<file path="src/rtl/clock_set_ctrl_pkg.sv">
// Shared definitions for the clock/alarm mode and time-set controller.
package clock_set_ctrl_pkg;

   localparam int HOURS  = 24;
   localparam int MINS   = 60;
   localparam int HOUR_W = 5;
   localparam int MIN_W  = 6;

   typedef enum logic [2:0] {
      ST_RUN   = 3'd0,
      ST_SET_H = 3'd1,
      ST_SET_M = 3'd2,
      ST_AL_H  = 3'd3,
      ST_AL_M  = 3'd4
   } state_e;

endpackage

</file>
<file path="src/rtl/clock_set_ctrl_edit_wrap_ctr.sv">
// Modulo-N up/down counter with synchronous load; load beats up/down,
// and up together with down leaves the value unchanged.
module edit_wrap_ctr #(
   parameter int N = 24,
   parameter int W = 5
) (
   input  logic         clk,
   input  logic         rst,
   input  logic         i_load,
   input  logic [W-1:0] i_load_val,
   input  logic         i_up,
   input  logic         i_dn,
   output logic [W-1:0] o_val
);

   logic [W-1:0] r_val;

   always_ff @(posedge clk or negedge rst) begin
      if (!rst)
         r_val <= '0;
      else if (i_load)
         r_val <= i_load_val;
      else if (i_up && !i_dn)
         r_val <= (r_val == W'(N-1)) ? '0 : r_val + 1'b1;
      else if (i_dn && !i_up)
         r_val <= (r_val == '0) ? W'(N-1) : r_val - 1'b1;
   end

   assign o_val = r_val;

endmodule

</file>
<file path="src/rtl/clock_set_ctrl.sv">
// Mode FSM for the digital clock: run, set clock h/m, set alarm h/m.
// Owns the alarm registers and drives the timekeeper load strobe and blink.
module clock_set_ctrl
   import clock_set_ctrl_pkg::*;
#(
   parameter int TIMEOUT_TICKS = 10
) (
   input  logic              clk,
   input  logic              rst,
   input  logic              tick_1hz,
   input  logic              btn_mode,
   input  logic              btn_up,
   input  logic              btn_down,
   input  logic              btn_ok,
   input  logic [HOUR_W-1:0] cur_hour,
   input  logic [MIN_W-1:0]  cur_min,
   output logic [2:0]        mode,
   output logic [HOUR_W-1:0] edit_hour,
   output logic [MIN_W-1:0]  edit_min,
   output logic              time_load,
   output logic [HOUR_W-1:0] alarm_hour,
   output logic [MIN_W-1:0]  alarm_min,
   output logic              alarm_en,
   output logic              blink
);

   localparam int TO_W = $clog2(TIMEOUT_TICKS + 1);

   state_e            r_state, w_next;
   logic [TO_W-1:0]   r_to_cnt;
   logic              r_time_load, r_blink, r_alarm_en;
   logic [HOUR_W-1:0] r_alarm_hour;
   logic [MIN_W-1:0]  r_alarm_min;

   logic              w_any_btn, w_up, w_dn, w_timeout;
   logic              w_ld_cur, w_ld_al, w_h_en, w_m_en;
   logic              w_load_nxt, w_commit_al, w_toggle_en;
   logic [TO_W-1:0]   w_to_inc;
   logic [HOUR_W-1:0] w_h_ld_val;
   logic [MIN_W-1:0]  w_m_ld_val;

   assign w_any_btn = btn_mode | btn_up | btn_down | btn_ok;
   assign w_up      = btn_up & ~btn_down;
   assign w_dn      = btn_down & ~btn_up;
   assign w_to_inc  = r_to_cnt + 1'b1;
   // Any button restarts the idle count, so a coincident tick cannot time out.
   assign w_timeout = (r_state != ST_RUN) && tick_1hz && !w_any_btn &&
                      (w_to_inc == TO_W'(TIMEOUT_TICKS));

   always_comb begin
      w_next      = r_state;
      w_ld_cur    = 1'b0;
      w_ld_al     = 1'b0;
      w_h_en      = 1'b0;
      w_m_en      = 1'b0;
      w_load_nxt  = 1'b0;
      w_commit_al = 1'b0;
      w_toggle_en = 1'b0;
      case (r_state)
         ST_RUN: begin
            if (btn_ok)
               w_toggle_en = 1'b1;
            else if (btn_mode) begin
               w_next   = ST_SET_H;
               w_ld_cur = 1'b1;
            end
         end
         ST_SET_H: begin
            if (btn_ok) begin
               w_next     = ST_RUN;
               w_load_nxt = 1'b1;
            end else if (btn_mode)
               w_next = ST_SET_M;
            else
               w_h_en = 1'b1;
         end
         ST_SET_M: begin
            if (btn_ok) begin
               w_next     = ST_RUN;
               w_load_nxt = 1'b1;
            end else if (btn_mode) begin
               w_next  = ST_AL_H;
               w_ld_al = 1'b1;
            end else
               w_m_en = 1'b1;
         end
         ST_AL_H: begin
            if (btn_ok) begin
               w_next      = ST_RUN;
               w_commit_al = 1'b1;
            end else if (btn_mode)
               w_next = ST_AL_M;
            else
               w_h_en = 1'b1;
         end
         ST_AL_M: begin
            if (btn_ok) begin
               w_next      = ST_RUN;
               w_commit_al = 1'b1;
            end else if (btn_mode)
               w_next = ST_RUN;
            else
               w_m_en = 1'b1;
         end
         default: w_next = ST_RUN;
      endcase
      if (w_timeout)
         w_next = ST_RUN;
   end

   assign w_h_ld_val = w_ld_al ? r_alarm_hour : cur_hour;
   assign w_m_ld_val = w_ld_al ? r_alarm_min  : cur_min;

   edit_wrap_ctr #(.N(HOURS), .W(HOUR_W)) u_hour (
      .clk        (clk),
      .rst        (rst),
      .i_load     (w_ld_cur | w_ld_al),
      .i_load_val (w_h_ld_val),
      .i_up       (w_h_en & w_up),
      .i_dn       (w_h_en & w_dn),
      .o_val      (edit_hour)
   );

   edit_wrap_ctr #(.N(MINS), .W(MIN_W)) u_min (
      .clk        (clk),
      .rst        (rst),
      .i_load     (w_ld_cur | w_ld_al),
      .i_load_val (w_m_ld_val),
      .i_up       (w_m_en & w_up),
      .i_dn       (w_m_en & w_dn),
      .o_val      (edit_min)
   );

   always_ff @(posedge clk or negedge rst) begin
      if (!rst) begin
         r_state      <= ST_RUN;
         r_to_cnt     <= '0;
         r_time_load  <= 1'b0;
         r_blink      <= 1'b0;
         r_alarm_en   <= 1'b0;
         r_alarm_hour <= '0;
         r_alarm_min  <= '0;
      end else begin
         r_state     <= w_next;
         r_time_load <= w_load_nxt;

         if (w_next == ST_RUN || w_any_btn || w_next != r_state)
            r_to_cnt <= '0;
         else if (tick_1hz)
            r_to_cnt <= w_to_inc;

         // Blink restarts high on each field entry so the new field shows at once.
         if (w_next == ST_RUN)
            r_blink <= 1'b0;
         else if (w_next != r_state)
            r_blink <= 1'b1;
         else if (tick_1hz)
            r_blink <= ~r_blink;

         if (w_commit_al) begin
            r_alarm_hour <= edit_hour;
            r_alarm_min  <= edit_min;
            r_alarm_en   <= 1'b1;
         end else if (w_toggle_en)
            r_alarm_en <= ~r_alarm_en;
      end
   end

   assign mode       = r_state;
   assign time_load  = r_time_load;
   assign blink      = r_blink;
   assign alarm_en   = r_alarm_en;
   assign alarm_hour = r_alarm_hour;
   assign alarm_min  = r_alarm_min;

endmodule
</file>
<file path="config.mk">
export PLATFORM = sky130hd
export DESIGN_NAME = clock_set_ctrl
export DESIGN_NICKNAME = d
export VERILOG_FILES = /design/src/rtl/clock_set_ctrl_pkg.sv /design/src/rtl/clock_set_ctrl_edit_wrap_ctr.sv /design/src/rtl/clock_set_ctrl.sv
export SDC_FILE = /design/constraint.sdc
export NUM_CORES = 1
export LEC_CHECK = 0
export CAP_MARGIN = 20
export CORE_UTILIZATION = 40
export DETAILED_ROUTE_END_ITERATION = 12
export PLACE_DENSITY = 0.67
export SYNTH_ARGS = -nofsm -noshare
export SYNTH_HDL_FRONTEND = slang
export SYNTH_HIERARCHICAL = 1
export SYNTH_SLANG_ARGS = --single-unit
</file>
<file path="constraint.sdc">
create_clock -name clk -period 2 [get_ports clk]
set_input_delay 0.3 -clock clk [delete_from_list [all_inputs] [get_ports clk]]
set_output_delay 0.3 -clock clk [all_outputs]
set_load 0.01 [all_outputs]
</file>
* Word-level counts from Yosys, hierarchy flattened
Index checks and enable logic that the tools add are counted.
** Cells by class
- Add/sub/neg operators :: 5
- Equality and inequality tests :: 8
- Muxes and demuxes :: 43
- Bitwise operators :: 14
- Reductions and logical operators :: 28
** Operators by type and width (count)
- $mux 6 :: 6
- $mux 3 :: 11
- $mux 5 :: 6
- $mux 1 :: 17
- $pmux 3 s5 :: 1
- $reduce_bool 3->1 :: 4
- $mux 4 :: 2
- $reduce_or 2->1 :: 4
- $logic_and 1x1->1 :: 7
- $add 6x1->6 const B :: 1
- $and 1x1->1 :: 6
- $eq 3x2->1 const B :: 2
- $eq 6x6->1 const B :: 1
- $logic_not 3->1 :: 2
- $logic_not 6->1 :: 1
- $sub 6x1->6 const B :: 1
- $add 5x1->5 const B :: 1
- $eq 5x5->1 const B :: 1
- $logic_not 1->1 :: 5
- $logic_not 5->1 :: 1
- $sub 5x1->5 const B :: 1
- $add 4x1->4 const B :: 1
- $eq 4x4->1 const B :: 1
- $not 1->1 :: 4
- other kinds (6) :: 11
** Word-level totals
- Bits in registers :: 32
- Output and inout port bits :: 28
- Input bits :: 18

* Logic depth before layout (Yosys ltp)
Gate-level depths: netlist of the first run.
- Word-level depth :: 11
- Gate-level depth with buffers :: 9

* Modules after synthesis
The synthesis of the first run kept the hierarchy.
** Modules (own cells, without submodules)
- clock_set_ctrl :: cells an instance 115, area each 1335.0 um2, seq. area each 525.5 um2, times used 1
- edit_wrap_ctr (u_min) :: cells an instance 78, area each 606.8 um2, seq. area each 150.1 um2, times used 1
- edit_wrap_ctr (u_hour) :: cells an instance 52, area each 422.9 um2, seq. area each 125.1 um2, times used 1

* Least setup slack after synthesis of the first run
OpenSTA, ideal clock, no wires.
- Kind :: register to register
- Start point :: register r_state[2], in the netlist mode[2]
- End point :: register u_min.r_val[0], in the netlist u_min/o_val[0]
- Period minus slack after synthesis :: 2.236 ns
- Library setup time :: 0.125 ns
- Setup slack :: -0.236 ns
- Data arrival time :: 2.111 ns
- Cell stages (with the launch flop) :: 10
- Path buffers :: 1
- Path through :: dfrtp_1 -> buf_6 -> xnor2_1 -> or4_1 -> nor2_1 -> xor2_1 -> nor2_1 -> a21oi_2 -> o31a_1 -> a21oi_1
** On the way
- Cells in the longest elaborated chain, start to end :: 8
- Elaborated cells on any way between the ends :: 18
- Classes of those cells :: eq/ne (2); mux (6); bitwise (3); reduce/logical (7)
** Ends and longest elaborated chain
- start: declaration :: line clock_set_ctrl.sv:29 : state_e r_state, w_next;
- start signal: assignment :: line clock_set_ctrl.sv:144 : r_state <= w_next;
- $eq 3x3->1 / $eq 3x2->1 (equally long branches) :: line clock_set_ctrl.sv:59 : case (r_state)
- $reduce_or 2->1 (no line)
- $mux 1
- $and 1x1->1 :: line clock_set_ctrl.sv:130 : .i_dn (w_m_en & w_dn),
- $logic_not 1->1 :: line clock_set_ctrl_edit_wrap_ctr.sv:23 : else if (i_up && !i_dn)
- $logic_and 1x1->1 :: line clock_set_ctrl_edit_wrap_ctr.sv:23
- $mux 6 :: line clock_set_ctrl_edit_wrap_ctr.sv:23
- $mux 6 :: line clock_set_ctrl_edit_wrap_ctr.sv:21 : else if (i_load)
- end signal: assignment :: line clock_set_ctrl_edit_wrap_ctr.sv:22 : r_val <= i_load_val;
- end signal: assignment :: line clock_set_ctrl_edit_wrap_ctr.sv:24 : r_val <= (r_val == W'(N-1)) ? '0 : r_val + 1'b1;
- end signal: assignment :: line clock_set_ctrl_edit_wrap_ctr.sv:26 : r_val <= (r_val == '0) ? W'(N-1) : r_val - 1'b1;
- end: declaration :: line clock_set_ctrl_edit_wrap_ctr.sv:16 : logic [W-1:0] r_val;
Several ways; a longest one is shown, not always the timed one.
A chain may end at the register's enable or synchronous reset.

* Worst setup path after layout of the first run
- Start point :: input btn_ok
- End point :: register u_min.r_val[2], in the netlist u_min/o_val[2]
** On the way
- Cells in the longest elaborated chain, start to end :: 7
- Elaborated cells on any way between the ends :: 16
- Classes of those cells :: mux (8); bitwise (3); reduce/logical (5)
** Ends and longest elaborated chain
- start: declaration :: line clock_set_ctrl.sv:14 : input logic btn_ok,
- $mux 1 (2 in series)
- $and 1x1->1 :: line clock_set_ctrl.sv:130
- $logic_not 1->1 :: line clock_set_ctrl_edit_wrap_ctr.sv:23
- $logic_and 1x1->1 :: line clock_set_ctrl_edit_wrap_ctr.sv:23
- $mux 6 :: line clock_set_ctrl_edit_wrap_ctr.sv:23
- $mux 6 :: line clock_set_ctrl_edit_wrap_ctr.sv:21
Several ways; a longest one is shown, not always the timed one.

==> results of run 1 <==
-- path summary, 6_finish.rpt --
kind                       cells after the start                          to  slack, ns
max                                            8  u_min/o_val[2]$_DFFE_PN0P_      0.008
min                                            2    alarm_min[3]$_DFFE_PN0P_       0.42
max reg2reg                                    8  u_min/o_val[2]$_DFFE_PN0P_       0.02
min reg2reg                                    1        alarm_en$_DFFE_PN0P_       0.48
max in group asynchronous                      2           mode[2]$_DFF_PN0_       1.26
min in group clk                               1        alarm_en$_DFFE_PN0P_       0.48
-- timing repair --
| action | CTS | global route |
|---|---|---|
| resized for setup | 3 | 5 |
| cloned | 0 | 0 |
| buffers inserted | 0 | 2 |
| hold endpoints to repair | 0 | 0 |
| pin swaps | 4 | 2 |
| hold buffers | 0 | 0 |
| setup endpoints to repair | 3 | 10 |
-- state kept, by name, summed over array words and instances, names as in the netlist --
register      count
alarm_min         6
u_min/o_val       6
alarm_hour        5
u_hour/o_val      5
r_to_cnt          4
mode              3
alarm_en          1
blink             1
time_load         1
-- worst reg2reg max path: stages, from the launching register on --
cell      delay, ns
dfrtp_2        0.43
xnor2_1        0.13
or4_4          0.46
nor2_4         0.19
buf_6          0.13
nand2b_4       0.08
o21ba_4        0.26
nand3b_1       0.08
a31oi_1        0.16
-- through the flow --
stage | instance area [sq um] | setup slack [ns] | setup TNS (ns) | power (mW) | utilization
after CTS | 3170 | -0.0117 | -0.0117 | 2.56 | 0.565
after global routing | 3210 | -0.0881 | -0.328 | 2.73 | 0.572
after detailed placement | 3060 | -0.371 | -2.92 | 2.03 | 0.546
after global placement | 3060 | -0.312 | -2.54 | 2.01 | 0.546
after floorplan | 2420 | -0.0637 | -0.0945 | 1.55 | -
final | 3210 | 0.00795 | 0 | 2.56 | 0.572
-- power groups by stage --
stage                     combinational [mW]  sequential, mW  clock [mW]
after floorplan                        0.530            1.02           0
after global placement                 0.995            1.01           0
after detailed placement                1.01            1.02           0
after CTS                               1.02            1.01       0.530
after global routing                    1.12            1.05       0.560
final                                   1.03            1.01       0.513
-- cell families (layout without fill, tap and decap cells) --
kind of cell | count (synthesis) | after routing
simple gates | 82 | 82
compound gates | 58 | 58
flops | 32 | 32
buf+inv | 26 | 93
mux | 25 | 25
xor+xnor | 15 | 15
fa+ha+maj | 7 | 7
-- cells in the final DEF, fill, tap and decap left out, types with 2 or more instances in the layout --
cell type | netlist | routed
clkdlybuf4s50_1 | 0 | 44
dfrtp_1 | 32 | 31
buf_4 | 2 | 27
nand2_1 | 17 | 16
a21oi_1 | 15 | 15
nor2_1 | 17 | 13
mux2_2 | 12 | 12
inv_1 | 11 | 11
mux2_4 | 10 | 10
xnor2_1 | 8 | 8
nand2b_1 | 7 | 7
ha_1 | 7 | 7
xor2_1 | 7 | 6
a31oi_1 | 6 | 6
nand3_1 | 6 | 6
clkbuf_8 | 0 | 6
o21ai_0 | 5 | 5
nor3_1 | 5 | 5
o21ai_1 | 5 | 5
a211oi_1 | 5 | 4
nor2b_1 | 3 | 3
o2111ai_1 | 3 | 3
mux2i_1 | 3 | 3
nand3b_1 | 3 | 3
and3_1 | 2 | 2
nor3b_1 | 2 | 2
and3b_1 | 2 | 2
nor4_1 | 3 | 2
nor2_4 | 0 | 2
o31ai_1 | 3 | 2
nand4_1 | 2 | 2
o211ai_1 | 2 | 2
clkbuf_1 | 1 | 2
a311o_1 | 2 | 2
o31a_1 | 2 | 2
nor2_2 | 0 | 2
-- cell type report --
type                       count  area [sq um]
timing repair buffer          74           683
tap                           72          90.1
fill                         537          2400
multi-input combinational    187          1500
sequential                    32           802
clock buffer                   8          90.1
inverter                      11          41.3
-- layer usage --
| metal | track usage | up-vias | wire, um |
|---|---|---|---|
| met5 | 0 | - | 0 |
| met1 | 0.255 | 973 | 2550 |
| met3 | 0.0379 | 7 | 323 |
| met4 | 0.0709 | 0 | 78 |
| met2 | 0.300 | 42 | 2580 |
| li1 | - | 1021 | - |
==> results.toml, run 1 <==
[run_status]
status = "finished clean"

[pwr]
leakage_nw = 1.36
comb_power_share = 0.403
power_switching_uw = 884
switching_share = 0.346
ir_drop_v = 0.000360
cellPowerDensity_nw_per_um2 = 798
clockPowerShare = 0.201
pwr-share-seq = 0.397
p_int_mw = 1.67

[synthesis]
synth-simple-area-share = 0.207
ys_warn_count = 6
synth_compound_area_frac = 0.165
synth.net_count = 270
ys.flop_type = "dfrtp_1"
synthTopCellsByArea = "dfrtp_1 (34%), mux2_4 (6.3%), mux2_2 (5.7%)"
synthDominantCellAreaShare = 0.339
synth_mux_area_frac = 0.133
ys_seq_area_frac = 0.339
synth_area_sq_um = 2360
ys_types = 56
synthAdderAreaFrac = 0.0370
synth_top_cell_by_area = "dfrtp_1"
yosysMostFrequentCell = "dfrtp_1"
avgSynthCellArea_sq_um = 9.65
yosys-top-cells-count = "dfrtp_1 (32), nand2_1 (17), nor2_1 (17)"
synth_edf_count = 0
synth-xor-area-share = 0.0556
ys_ff_latch = 32
synth-async-reset-ratio = 1.00
synth_top_family_by_area = "simple AND/OR/NAND/NOR gates"
synthCells = 245

[timing]
hold_viol_final = 0
tightestPinTransition_ns = 0.496
post-route-min-period_ns = 1.99
drv_slew = 0
rsz0062_at_grt = "yes"
whs_ns = 0.417
fin_worst_skew_ns = 0.00262
slew_headroom = 0.667
setup_viol = 0
period_share = 0.996
max_freq_mhz = 502

[floorplanning]
pin_count = 46
coreArea_sq_um = 5610
dieArea_sq_um = 6220
die_y_um = 78.9
die_x_um = 78.9
rows = 27
initial_core_util = 0.422

[layout]
finalNonFillerCells = 384
fin_nets = 336
drive_gt1_frac = 0.256
area_growth_pct = 35.6
antennaDiodeCount = 0

[global_route]
grt_pass1_wl_um = 9200
track_usage = 0.190
antenna_found_initial = 0
overflow = 0
grt_pass1_vias = 1899
grt_max_degree = 33

[clock_network]
root_buffer = "clkbuf_8"
cts_num_sinks = 32
htreeDepth = 2
clk_pin_slew_worst_paths_ns = 0.06
cts_max_path_buffers = 2
insertion_delay_ns = 0.28
cts_tree = "yes"
cts_buffers = 5

[placed_design]
dp_hpwl_um = 3750
port_buffers = 45
gp_congestion = 0.858
dp_cells = 374

[setup_path]
end_kind = "register"
startpoint = "btn_ok"
start_kind = "input port"
path_max_fanout = 7
cp_slowest_cell = "or4_4"
critPathKind = "in2reg"
crit_family = "simple AND/OR/NAND/NOR gates"
worstPathArrival_ns = 2.20
r2r-start = "mode[2]$_DFF_PN0_"
crit_chain = "clkdlybuf4s50_1 -> or4_4 -> nor2_4 -> buf_6 -> nand2b_4 -> o21ba_4 -> nand3b_1 -> a31oi_1"
crit_buf_inv = 2
max_stage_delay_ns = 0.54
required_ns = 2.21

[worst_hold_path]
hp-class = "in2async"

[drt]
routedWlPerCell_um = 14.4
drt-total-wl_um = 5520
drc = 0
first_pass_iters = 4
postRouteAntennaNets = 0
drtIter0Drc = 129
via_count = 2043
via_per_inst = 5.32

[job]
cap_violations = 0
(Power assumes the default switching activity.)
==> run 2, diff against run 1 <==
--- a/config.mk
+++ b/config.mk
@@ -8,7 +8,6 @@
 export CAP_MARGIN = 20
 export CORE_UTILIZATION = 40
 export DETAILED_ROUTE_END_ITERATION = 12
-export PLACE_DENSITY = 0.67
 export SYNTH_ARGS = -nofsm -noshare
 export SYNTH_HDL_FRONTEND = slang
 export SYNTH_HIERARCHICAL = 1
==> constraint.sdc (replaced) <==
create_clock -name clk -period 2.2 [get_ports clk]
set_input_delay 0.33 -clock clk [delete_from_list [all_inputs] [get_ports clk]]
set_output_delay 0.33 -clock clk [all_outputs]
set_load 0.01 [all_outputs]
==> run 2 against run 1 <==
Compared with the run above: hold slack improved by 0.037 ns; sequential power decreased by 9%; core utilization decreased by 3.0 points; non-clock buffer count decreased by 7; highest routed layer unchanged; combinational power decreased by 13%; die area unchanged; via count decreased by 1.4%; critical path type unchanged; cell count decreased by 2.1%; sequential share of layout area increased by 1.3 points; sequential cell count unchanged; final area decreased by 5.2%.
==> results.toml, run 2 (synthesis results as in run 1) <==
[setup_path]
required_ns = 2.41
worstPathArrival_ns = 2.25
crit_top_cell = "a31oi_1"
start_kind = "input port"
end_kind = "register"
r2r_cells = 8
r2r-start = "mode[2]$_DFF_PN0_"
crit_chain = "clkdlybuf4s50_1 -> or4_1 -> nor2_1 -> nand2b_2 -> nand2_1 -> a211oi_1 -> a31oi_1 -> a31oi_1"
max_stage_delay_ns = 0.55
cp_slowest_cell = "or4_1"
reg2reg_setup_slack_ns = 0.17
rr_endpoint = "u_min/o_val[2]$_DFFE_PN0P_"
path_max_fanout = 6
critPathKind = "in2reg"

[pwr]
cellPowerDensity_nw_per_um2 = 741
ir_drop_v = 0.000335
leakage_nw = 1.30
power.total_mw = 2.25

[clock_network]
cts_num_sinks = 32
insertion_delay_ns = 0.28
clk_pin_slew_worst_paths_ns = 0.07
root_buffer = "clkbuf_8"
cts_tree = "yes"
cts_max_path_buffers = 2
htreeDepth = 2
post_cts_resized = 0
cts_buffers = 5

[floorplanning]
die_x_um = 78.9
rows = 27
coreArea_sq_um = 5610
pin_count = 46
initial_core_util = 0.422
die_y_um = 78.9
dieArea_sq_um = 6220

[drt]
via_count = 2015
drtIter0Drc = 112
first_pass_iters = 4
drt-total-wl_um = 5380
via_per_inst = 5.36
routedWlPerCell_um = 14.3
postRouteAntennaNets = 0
drc = 0

[timing]
fin_worst_skew_ns = 0.0112
drv_slew = 0
period_share = 0.929
tightestPinTransition_ns = 0.720
fin_ws_ns = 0.156
hold_viol_final = 0
setup_viol = 0
max_freq_mhz = 489
totalNegativeSetupSlack_ns = 0
slew_headroom = 0.520
post-route-min-period_ns = 2.04
rsz0062_at_grt = "yes"

[placed_design]
dp_cells = 369
port_buffers = 45
gp_congestion = 0.856
post-place-ws_ns = -0.137
dpl_cell_area_sq_um = 2960
dp_hpwl_um = 3730

[layout]
area_growth_pct = 28.5
nFillCells = 535
finalNonFillerCells = 376
mostFrequentLayoutCells = "clkdlybuf4s50_1 (45), dfrtp_1 (32), buf_4 (22)"
antennaDiodeCount = 0
fin_nets = 329
drive_gt1_frac = 0.201
layout_commonest_cell = "clkdlybuf4s50_1"
fin_area_sq_um = 3040

[global_route]
grt_max_degree = 33
track_usage = 0.181
grt_pass1_wl_um = 8910
overflow = 0
antenna_found_initial = 0
grt_pass1_vias = 1800

[worst_hold_path]
hp-class = "in2async"

[job]
cap_violations = 0

[run_status]
status = "finished clean"
run 2: worst max path at each step:
stage / from / cells after the start / slack [ns] / to
after floorplan: mode[2]$_DFF_PN0_ / 9 / -0.04 / u_min/o_val[0]$_DFFE_PN0P_
after global placement: btn_mode / 10 / -0.13 / u_min/o_val[3]$_DFFE_PN0P_
after detailed placement: btn_mode / 8 / -0.14 / u_min/o_val[2]$_DFFE_PN0P_
after CTS: btn_mode / 8 / 0.15 / u_min/o_val[2]$_DFFE_PN0P_
after global routing: mode[2]$_DFF_PN0_ / 8 / -0.006 / u_min/o_val[2]$_DFFE_PN0P_
final: btn_mode / 8 / 0.16 / u_min/o_val[2]$_DFFE_PN0P_
run 2: worst max-delay path, delay by kind of cell:
kind	cells	cell delay, ns
compound gates	3	0.45
buf+inv	1	0.43
simple gates	4	1.05
run 2: stage by stage:
stage                      util  hold slack (ns)
after floorplan               -           0.0344
after global placement    0.528            0.468
after detailed placement  0.528            0.473
after CTS                 0.542            0.474
after global routing      0.542            0.494
final                     0.542            0.455
run 2: layout make-up:
| class | instances | area [sq um] | share of cell area |
|---|---|---|---|
| inverters | 11 | 41.3 | 0.0136 |
| repair buffers | 67 | 616 | 0.203 |
| clock buffers | 6 | 72.6 | 0.0239 |
| well taps | 72 | 90.1 | 0.0296 |
| flip-flops and latches | 32 | 801 | 0.263 |
| multi-input cells | 187 | 1410 | 0.465 |
| clock inverters | 1 | 5.00 | 0.00165 |
run 2: power breakdown:
part	total, mW	switching [mW]	internal [mW]	leakage, nW
Sequential	0.918	0.192	0.727	0.411
Combinational	0.900	0.377	0.523	0.847
Clock	0.435	0.220	0.215	0.0410
Total	2.25	0.789	1.46	1.30
run 2: per-layer routing:
| metal | up-vias | wire length (um) | track usage |
|---|---|---|---|
| met3 | 2 | 244 | 0.0356 |
| met5 | - | 0 | 0 |
| li1 | 1009 | - | - |
| met1 | 945 | 2720 | 0.268 |
| met2 | 59 | 2400 | 0.268 |
| met4 | 0 | 23 | 0.0491 |
run 2: what timing repair did:
item | CTS | global route
hold buffers | 0 | 0
setup endpoints to repair | 0 | 1
buffers inserted | 0 | 0
==> run 3, diff against run 2 <==
--- a/config.mk
+++ b/config.mk
@@ -7,7 +7,9 @@
 export LEC_CHECK = 0
 export CAP_MARGIN = 20
 export CORE_UTILIZATION = 40
+export CTS_CLUSTER_SIZE = 14
 export DETAILED_ROUTE_END_ITERATION = 12
+export GPL_ROUTABILITY_DRIVEN = 0
 export SYNTH_ARGS = -nofsm -noshare
 export SYNTH_HDL_FRONTEND = slang
 export SYNTH_HIERARCHICAL = 1
==> results of run 3 <==
No change in the layout: final DEF, timing and power equal those of run 2.
